==> src/rtl/buf_exchange_hub_if.sv <==
// Buffer-exchange bus between the cores and the shared hub.
// Cores drive the master side; the hub uses the slave side.
interface buf_exchange_hub_if #(
  parameter int unsigned NUM_CORES = 8
);
  localparam int unsigned DW = 32;
  localparam int unsigned AW = 3;
  localparam int unsigned EW = 8;

  logic [DW*NUM_CORES-1:0] core_buf_val_1;
  logic [DW*NUM_CORES-1:0] core_buf_val_2;
  logic [NUM_CORES-1:0]    core_buf_flag;
  logic [AW*NUM_CORES-1:0] core_addr_1;
  logic [AW*NUM_CORES-1:0] core_addr_2;
  logic [DW*NUM_CORES-1:0] core_select_1;
  logic [DW*NUM_CORES-1:0] core_select_2;
  logic                    all_buf_flags;
  logic [EW-1:0]           epoch;
  logic                    hub_timeout;

  modport master (
    output core_buf_val_1, core_buf_val_2, core_buf_flag, core_addr_1, core_addr_2,
    input  core_select_1, core_select_2, all_buf_flags, epoch, hub_timeout
  );

  modport slave (
    input  core_buf_val_1, core_buf_val_2, core_buf_flag, core_addr_1, core_addr_2,
    output core_select_1, core_select_2, all_buf_flags, epoch, hub_timeout
  );
endinterface

==> src/rtl/buf_exchange_hub.sv <==
// Shared buffer-exchange hub: per-core slot snapshot, combinational slot reads, flag barrier.
// Optional watchdog enabled by defining BUF_HUB_TIMEOUT_EN.
module buf_exchange_hub #(
  parameter int unsigned          NUM_CORES   = 8,
  parameter logic [NUM_CORES-1:0] CORE_MASK   = '1,
  parameter int unsigned          TIMEOUT_CYC = 1024
) (
  input logic               Clk,
  input logic               Reset,
  buf_exchange_hub_if.slave bus
);
  localparam int unsigned DW = 32;
  localparam int unsigned AW = 3;
  localparam int unsigned EW = 8;

  typedef enum logic {COLLECT, RELEASE} state_t;

  state_t               state;
  logic [NUM_CORES-1:0] posted;
  logic [NUM_CORES-1:0] seen_low;
  logic [DW-1:0]        slot_v1 [NUM_CORES];
  logic [DW-1:0]        slot_v2 [NUM_CORES];
  logic                 all_flags_q;
  logic [EW-1:0]        epoch_q;

  logic                 all_posted_c;
  logic                 all_low_c;
  logic [NUM_CORES-1:0] capture_c;
  logic [DW*NUM_CORES-1:0] sel1_c;
  logic [DW*NUM_CORES-1:0] sel2_c;

  assign all_posted_c = ((posted & CORE_MASK) == CORE_MASK);
  assign all_low_c    = ((seen_low & CORE_MASK) == CORE_MASK);
  assign capture_c    = CORE_MASK & bus.core_buf_flag & ~posted;

`ifdef BUF_HUB_TIMEOUT_EN
  localparam int unsigned WDW = $clog2(TIMEOUT_CYC + 1);
  logic [WDW-1:0] wd_q;
  logic           timeout_q;
  logic           wd_run_c;
  logic           wd_fire_c;

  assign wd_run_c  = (state == COLLECT) && ((posted & CORE_MASK) != '0);
  assign wd_fire_c = wd_run_c && (wd_q == WDW'(TIMEOUT_CYC - 1));
`endif

  // Barrier state machine, slot capture and registered status outputs
  always_ff @(posedge Clk) begin
    if (Reset) begin
      state       <= COLLECT;
      posted      <= '0;
      seen_low    <= '0;
      all_flags_q <= 1'b0;
      epoch_q     <= '0;
      for (int i = 0; i < NUM_CORES; i++) begin
        slot_v1[i] <= '0;
        slot_v2[i] <= '0;
      end
`ifdef BUF_HUB_TIMEOUT_EN
      wd_q      <= '0;
      timeout_q <= 1'b0;
`endif
    end else begin
      case (state)
        COLLECT: begin
          for (int i = 0; i < NUM_CORES; i++) begin
            if (capture_c[i]) begin
              slot_v1[i] <= bus.core_buf_val_1[DW*i +: DW];
              slot_v2[i] <= bus.core_buf_val_2[DW*i +: DW];
              posted[i]  <= 1'b1;
            end
          end
          if (all_posted_c) begin
            state       <= RELEASE;
            all_flags_q <= 1'b1;
          end
`ifdef BUF_HUB_TIMEOUT_EN
          if (wd_run_c) wd_q <= wd_q + WDW'(1);
          // Forced release: cores that never posted expose zero for this epoch
          if (wd_fire_c) begin
            timeout_q   <= 1'b1;
            state       <= RELEASE;
            all_flags_q <= 1'b1;
            for (int i = 0; i < NUM_CORES; i++) begin
              if (!posted[i] && !capture_c[i]) begin
                slot_v1[i] <= '0;
                slot_v2[i] <= '0;
              end
            end
          end
`endif
        end
        RELEASE: begin
          // Flags only need to have been low once, not simultaneously
          if (all_low_c) begin
            state       <= COLLECT;
            posted      <= '0;
            seen_low    <= '0;
            all_flags_q <= 1'b0;
            epoch_q     <= epoch_q + EW'(1);
`ifdef BUF_HUB_TIMEOUT_EN
            wd_q        <= '0;
`endif
          end else begin
            seen_low <= seen_low | ~bus.core_buf_flag;
          end
        end
        default: state <= COLLECT;
      endcase
    end
  end

  // Same-cycle slot reads; out-of-range or masked addresses return zero
  always_comb begin
    sel1_c = '0;
    sel2_c = '0;
    for (int i = 0; i < NUM_CORES; i++) begin
      for (int j = 0; j < NUM_CORES; j++) begin
        if (CORE_MASK[j] && (bus.core_addr_1[AW*i +: AW] == AW'(j)))
          sel1_c[DW*i +: DW] = slot_v1[j];
        if (CORE_MASK[j] && (bus.core_addr_2[AW*i +: AW] == AW'(j)))
          sel2_c[DW*i +: DW] = slot_v2[j];
      end
    end
  end

  assign bus.core_select_1 = sel1_c;
  assign bus.core_select_2 = sel2_c;
  assign bus.all_buf_flags = all_flags_q;
  assign bus.epoch         = epoch_q;

`ifdef BUF_HUB_TIMEOUT_EN
  assign bus.hub_timeout = timeout_q;
`else
  logic unused_timeout_cfg;
  assign unused_timeout_cfg = (TIMEOUT_CYC == 0);
  assign bus.hub_timeout    = 1'b0;
`endif
endmodule
==> src/flat_wrapper.sv <==
// flat-port wrapper written by rule: the top's interface ports become plain ports
module buf_exchange_hub_flat 
#(
  parameter int unsigned          NUM_CORES   = 8,
  parameter logic [NUM_CORES-1:0] CORE_MASK   = '1,
  parameter int unsigned          TIMEOUT_CYC = 1024
)
  (Clk, Reset, bus_core_buf_val_1, bus_core_buf_val_2, bus_core_buf_flag, bus_core_addr_1, bus_core_addr_2, bus_core_select_1, bus_core_select_2, bus_all_buf_flags, bus_epoch, bus_hub_timeout);
  buf_exchange_hub_if #(.NUM_CORES(NUM_CORES)) bus_i ();
  input logic Clk;
  input logic Reset;
  input wire logic [$bits(bus_i.core_buf_val_1)-1:0] bus_core_buf_val_1;
  input wire logic [$bits(bus_i.core_buf_val_2)-1:0] bus_core_buf_val_2;
  input wire logic [$bits(bus_i.core_buf_flag)-1:0] bus_core_buf_flag;
  input wire logic [$bits(bus_i.core_addr_1)-1:0] bus_core_addr_1;
  input wire logic [$bits(bus_i.core_addr_2)-1:0] bus_core_addr_2;
  output wire logic [$bits(bus_i.core_select_1)-1:0] bus_core_select_1;
  output wire logic [$bits(bus_i.core_select_2)-1:0] bus_core_select_2;
  output wire logic [$bits(bus_i.all_buf_flags)-1:0] bus_all_buf_flags;
  output wire logic [$bits(bus_i.epoch)-1:0] bus_epoch;
  output wire logic [$bits(bus_i.hub_timeout)-1:0] bus_hub_timeout;
  assign bus_i.core_buf_val_1 = bus_core_buf_val_1;
  assign bus_i.core_buf_val_2 = bus_core_buf_val_2;
  assign bus_i.core_buf_flag = bus_core_buf_flag;
  assign bus_i.core_addr_1 = bus_core_addr_1;
  assign bus_i.core_addr_2 = bus_core_addr_2;
  assign bus_core_select_1 = bus_i.core_select_1;
  assign bus_core_select_2 = bus_i.core_select_2;
  assign bus_all_buf_flags = bus_i.all_buf_flags;
  assign bus_epoch = bus_i.epoch;
  assign bus_hub_timeout = bus_i.hub_timeout;
  buf_exchange_hub #(.NUM_CORES(NUM_CORES), .CORE_MASK(CORE_MASK), .TIMEOUT_CYC(TIMEOUT_CYC)) u_core (.Clk(Clk), .Reset(Reset), .bus(bus_i));
endmodule
==> config.mk <==
export PLATFORM = sky130hd
export DESIGN_NAME = buf_exchange_hub_flat
export DESIGN_NICKNAME = d
export VERILOG_FILES = /design/src/rtl/buf_exchange_hub_if.sv /design/src/rtl/buf_exchange_hub.sv /design/src/flat_wrapper.sv
export SDC_FILE = /design/constraint.sdc
export NUM_CORES = 2
export LEC_CHECK = 0
export BUFFER_PORTS_ARGS = -buffer_cell sky130_fd_sc_hd__buf_2
export CORE_AREA = 2 2 422 424
export DETAILED_ROUTE_END_ITERATION = 6
export DIE_AREA = 0 0 424 426
export GPL_TIMING_DRIVEN = 0
export PLACE_DENSITY = 0.6
export SYNTH_ARGS = -nofsm -noshare
export SYNTH_HDL_FRONTEND = slang
export SYNTH_SLANG_ARGS = --single-unit
export TNS_END_PERCENT = 5
==> constraint.sdc <==
create_clock -name Clk -period 5.55 [get_ports Clk]
set_input_delay 0.555 -clock Clk [delete_from_list [all_inputs] [get_ports Clk]]
set_output_delay 0.555 -clock Clk [all_outputs]
set_load 0.005 [all_outputs]
; ---- Word level (Yosys, flattened, before mapping)
; Memory sizes are Yosys's and may differ from the RTL's.
; Index checks and enable logic that the tools add are counted.
[op_classes]
addsub = 1
n_eq_ne = 124
mux = 195
bitwise_logic = 21
n_reduce_logical = 26
[op_table]
columns = cell, count
row1 = $mux W32, 144
row2 = $eq A3 B3 Y1 const B, 64
row3 = $eq A3 B2 Y1 const B, 32
row4 = $eq A3 B1 Y1 const B, 16
row5 = $logic_not A3 Y1, 16
row6 = $mux W1, 46
row7 = $reduce_and A2 Y1, 10
row8 = $ne A2 B1 Y1 const B, 9
row9 = $eq A8 B8 Y1 const B, 2
row10 = $mux W8, 2
row11 = $not A8 Y8, 2
row12 = $or A1 B1 Y1, 16
row13 = $pmux W8 S2, 1
row14 = $add A8 B1 Y8 const B, 1
row15 = $and A8 B8 Y8, 1
row16 = $or A8 B8 Y8, 1
row17 = $pmux W1 S2, 2
row18 = $ne A2 B2 Y1 const B, 1
row19 = $not A1 Y1, 1
[totals]
register_bits = 26
ram_bits = 512
in_bits = 570
output_inout_bits = 522
wordCells = 381
memories = 2
[memory_table]
columns = name, depth, width, read_ports, rd_clocked_by_memory_dff, write_ports, line_no
row1 = u_core.slot_v1, 8, 32, 8, 0, 8, buf_exchange_hub.sv:21  ; logic [DW-1:0] slot_v1 [NUM_CORES];
row2 = u_core.slot_v2, 8, 32, 8, 0, 8, buf_exchange_hub.sv:22  ; logic [DW-1:0] slot_v2 [NUM_CORES];

; ---- Depth between registers and ports, before layout
[logic_depth]
depth_word = 9
depth_mapped = 8
ltp_nobuf = 5

; ---- Worst setup path before layout
; OpenSTA, ideal clock, no wires.
[synth_path]
path_type = input port to flip-flop
start = input port bus_core_buf_flag[7]
end = memory u_core.slot_v1[7][0] (netlist: u_core.slot_v1[0][224]) (enable)
setup_ns = 0.581
arrival_time_ns = 5.321
t_required_ns = 4.969
slack_ns = -0.352
stages = 2
path_buffers = 0
path_cell_list = inv_1 > o31ai_1
[synth_rtl]
columns = item, line_no
row1 = "start, declared", flat_wrapper.sv:14  ; input wire logic [$bits(bus_i.core_buf_flag)-1:0] bus_core_buf_flag;
row2 = "end, declared", buf_exchange_hub.sv:21

; ---- Worst setup path after layout
[layout_path]
start = input port bus_core_addr_2[7]
end = output port bus_core_select_2[82]
[layout_via]
elab_chain_len = 9
word_cells_on_any_way = 16
cone_classes = 7 x eq/ne / 8 x mux / 1 x reduce/logical
[layout_rtl]
columns = item, line_no
row1 = "start, declared", flat_wrapper.sv:16  ; input wire logic [$bits(bus_i.core_addr_2)-1:0] bus_core_addr_2;
row2 = $logic_not A3 Y1, buf_exchange_hub.sv:121  ; if (CORE_MASK[j] && (bus.core_addr_2[AW*i +: AW] == AW'(j)))
row3 = $mux W32 (7 in a row), buf_exchange_hub.sv:121
row4 = $mux W32 (*), buf_exchange_hub.sv:121
row5 = "end, declared", flat_wrapper.sv:18  ; output wire logic [$bits(bus_i.core_select_2)-1:0] bus_core_select_2;
; Every way passes the cells marked *; elsewhere a longest branch is shown, timed or not.

==> key figures <==
Run status
  – Status: complete, but fails checks
  – Failing checks: design-rule violations, max-capacitance violations, max-slew violations

Synthesis
  – Register area share after synthesis: roughly 28%
  – Area contributors post-synth: edfxtp_1 (27%), mux2i_1 (14%), mux2_2 (8.0%)
  – EDFF count, synth: 512
  – Yosys warnings: 0
  – Cells after Synth: about 6300
  – Syn nets: between 6000 and 7000
  – Primary FF master, synth: edfxtp_1
  – Mapped Area: 0.0568 mm^2
  – Avg Synthesized Cell Area: 8.96 um^2
  – Post-synth top area cell: edfxtp_1
  – Asr flop ratio synth: 0%
  – Yosys top cell area share: between 20 and 30%
  – Synth unique cells: 64
  – #FFs+latches synth: 538

Global routing
  – Vias in the first global route: 65000
  – Gr usage total: 53.4%
  – Global-route wire length before repair: 643 mm
  – Global route overflow: 0
  – Initial antenna violation count: 78
  – Largest net degree at the start of global routing: 23

Route
  – Drt initial violations: 12600
  – First drt pass iteration count: 7
  – Via density per instance: 7.11
  – Drt total wl: 505 mm
  – Wirelength per Cell: 50.7 um
  – Via count: 70800
  – # DRC: 1
  – DRT antenna net count: 0

CTS
  – Post-CTS sizing: 0
  – CTS Buffer Depth: 3
  – CTS tree: yes
  – Post-CTS Setup Bufs: 0
  – Root Buffer: clkbuf_16
  – # clock sinks: 538
  – Worst-path clk slew: 60 ps
  – TritonCTS Buffers: between 60 and 70
  – Clk Latency, worst-skew pair: 800 ps
  – Hold_buf cts: 0
  – H-tree levels: 3

Power
  – Net switching fraction of the power: 43.7%
  – Clk pwr share: 27.4%
  – Combinational power share: 39.6%
  – Switch Pwr: 7410 uW
  – Worst VDD drop: 0.251 mV
  – Power Internal: 9540 uW
  – Power Density: 248 mW/mm^2
  – Static Leakage: 0.0278 uW
  – Seq pwr share: 33.0%
  – Pwr Total: between 15000 and 20000 uW

Finish
  – Area occupied by multi-input gates: ~0.037 mm^2
  – P&R area growth vs syn: 20.3%
  – Share of cells above drive strength 1: 27.8%
  – Design Area, Final: 0.0683 mm^2
  – Seq. cell area: between 0.015 and 0.02 mm^2
  – Nets: 8082
  – # fillers: 18100
  – Non-filler cells in the finished layout: 9952

Timing
  – Period utilization: 88.0%
  – Rel. slew slack: -9.88%
  – Final Critical Period: just under 5000 ps
  – Final Hold Vio Count: 0
  – Final setup violation count: 0
  – Fmax: 205 MHz
  – Final Slew Violations: between 150 and 200
  – Final clock skew: 41.4 ps
  – Unrepaired setup endpoints after global routing: no
  – Post-route setup TNS: 0 ps
  – Worst Tran Pin Value: 1650 ps

Worst setup path
  – Required time of the critical path: roughly 5000 ps
  – Slowest cell on crit path: clkbuf_1
  – Worst path max stage delay: 930 ps
  – CP Class: input port to output pin
  – Worst path cell trace: buf_2 -> buf_4 -> buf_2 -> clkbuf_1 -> o21ai_0 -> a21oi_1 -> buf_2
  – Cell mode on critical path: buf_2
  – Worst Setup Start Kind: input port
  – Worst Setup End Kind: output pin
  – CP arrival: between 4000 and 5000 ps
  – Largest fanout on the critical path: 10

Floorplan
  – Die area: 0.181 mm^2
  – Die Height: ~430 um
  – Initial core utilization: 32.3%
  – Die W: 424 um
  – Row Count: ~150
  – Core ar.: 0.176 mm^2
  – # IOs: ~1100

Place
  – Placed Cells: 9780
  – Port bufs: 1062
  – DP HPWL: 380 mm
  – Gpl congestion: 1.19
  – Post-DP Area: between 0.06 and 0.07 mm^2

Worst hold path
  – Tightest Hold Check Type: input port to flop

Run
  – Max Cap Viol: 22
==> final timing paths <==
kind | from | endpoint | slack, ps | cells after the start
worst max-delay path | bus_core_addr_2[7] | bus_core_select_2[82] | 670 | 7
worst min-delay path | bus_core_buf_val_1[138] | u_core.slot_v1[0][138] | 40 | 2
worst max register to register | u_core.state | u_core.slot_v2[0][114] | 1830 | 6
worst min register to register | u_core.seen_low[6] | u_core.seen_low[6] | 480 | 2
==> power by group through the flow <==
| stage | clock network, uW | logic, uW | registers (uW) |
|---|---|---|---|
| global placement | 0 | 6120 | 5690 |
| finish | 4650 | 6700 | 5590 |
| CTS | 4600 | 6270 | 5500 |
| floorplan | 0 | 3030 | 5170 |
| global route | 4750 | 6660 | 5540 |
| detailed placement | 0 | 6240 | 5580 |
==> cell usage after synthesis (10+ instances only) <==
cell and count:
a211oi_1 39, a21oi_1 416, a22o_1 67, a22oi_1 156, a2bb2oi_1 86, and2_1 391
buf_1 107, buf_2 227, buf_4 55, clkbuf_1 439, dfxtp_1 26, edfxtp_1 512
inv_1 20, mux2_2 402, mux2_4 20, mux2i_1 809, mux4_2 153, nand2_1 411
nand2b_1 31, nand3_1 30, nand3b_1 13, nor2_1 222, nor2b_1 178, nor3_1 14
o211ai_1 21, o21ai_0 760, o21ai_1 13, o221ai_1 18, o22a_1 11, o22ai_1 299
o2bb2ai_1 275, or2_2 10
==> worst max-delay path, delay by kind of cell <==
kind,cells,cell delay (ps)
buf+inv,5,2730
compound gates,2,1000
==> per-layer routing <==
metal	track usage, %	wire length [um]
met1	58.5	168000
met2	78.1	209000
met3	20.2	65100
met4	53.3	62300
met5	0.106	226
==> kinds of logic after synthesis <==
group / count (synthesis) / share of synthesized area, %
fa+ha+maj: 1 / 0.0220
flops: 538 / 28.0
compound gates: 2217 / 24.5
xor+xnor: 5 / 0.0771
other cells: 1 / 0.00660
mux: 1384 / 28.8
simple gates: 1330 / 11.8
buf+inv: 860 / 6.74
==> layout by cell type, fill, tap and decap left out, types with 156 or more instances in the layout <==
| cell type | count |
|---|---|
| nor2b_1 | 178 |
| o2bb2ai_1 | 275 |
| mux2i_1 | 809 |
| nand2_1 | 411 |
| o22ai_1 | 299 |
| a21oi_1 | 415 |
| o21ai_0 | 754 |
| clkbuf_1 | 449 |
| edfxtp_1 | 512 |
| and2_1 | 391 |
| nor2_1 | 216 |
| a22oi_1 | 156 |
| buf_2 | 1289 |
| mux2_2 | 402 |
==> metrics by stage <==
step / setup WS, ps / hold slack, ps / util (%)
final: 666 / 37.6 / 38.9
after global routing: 883 / 57.7 / 38.8
after CTS: 1170 / 51.2 / 38.8
after detailed placement: 1150 / 461 / 37.5
after global placement: -8190 / 450 / 37.0
after floorplan: -352 / 436 / -
==> final cells by class <==
type / count / area share, %
antenna: 50 / 0.183
sequential: 538 / 23.3
inverter: 20 / 0.110
clock inverter: 39 / 0.594
buffer: 840 / 5.50
clock buffer: 83 / 2.61
tap: 2340 / 4.29
multi-input combinational: 4938 / 54.5
timing repair buffer: 1104 / 8.96
==> flip-flops by register name (all words and copies together) (netlist names) <==
register,flops
u_core.seen_low,8
u_core.posted,8
u_core.slot_v1,256
u_core.bus.all_buf_flags,1
u_core.bus.epoch,8
u_core.slot_v2,256
u_core.state,1
Note: power is estimated with default switching activity, not from simulation.
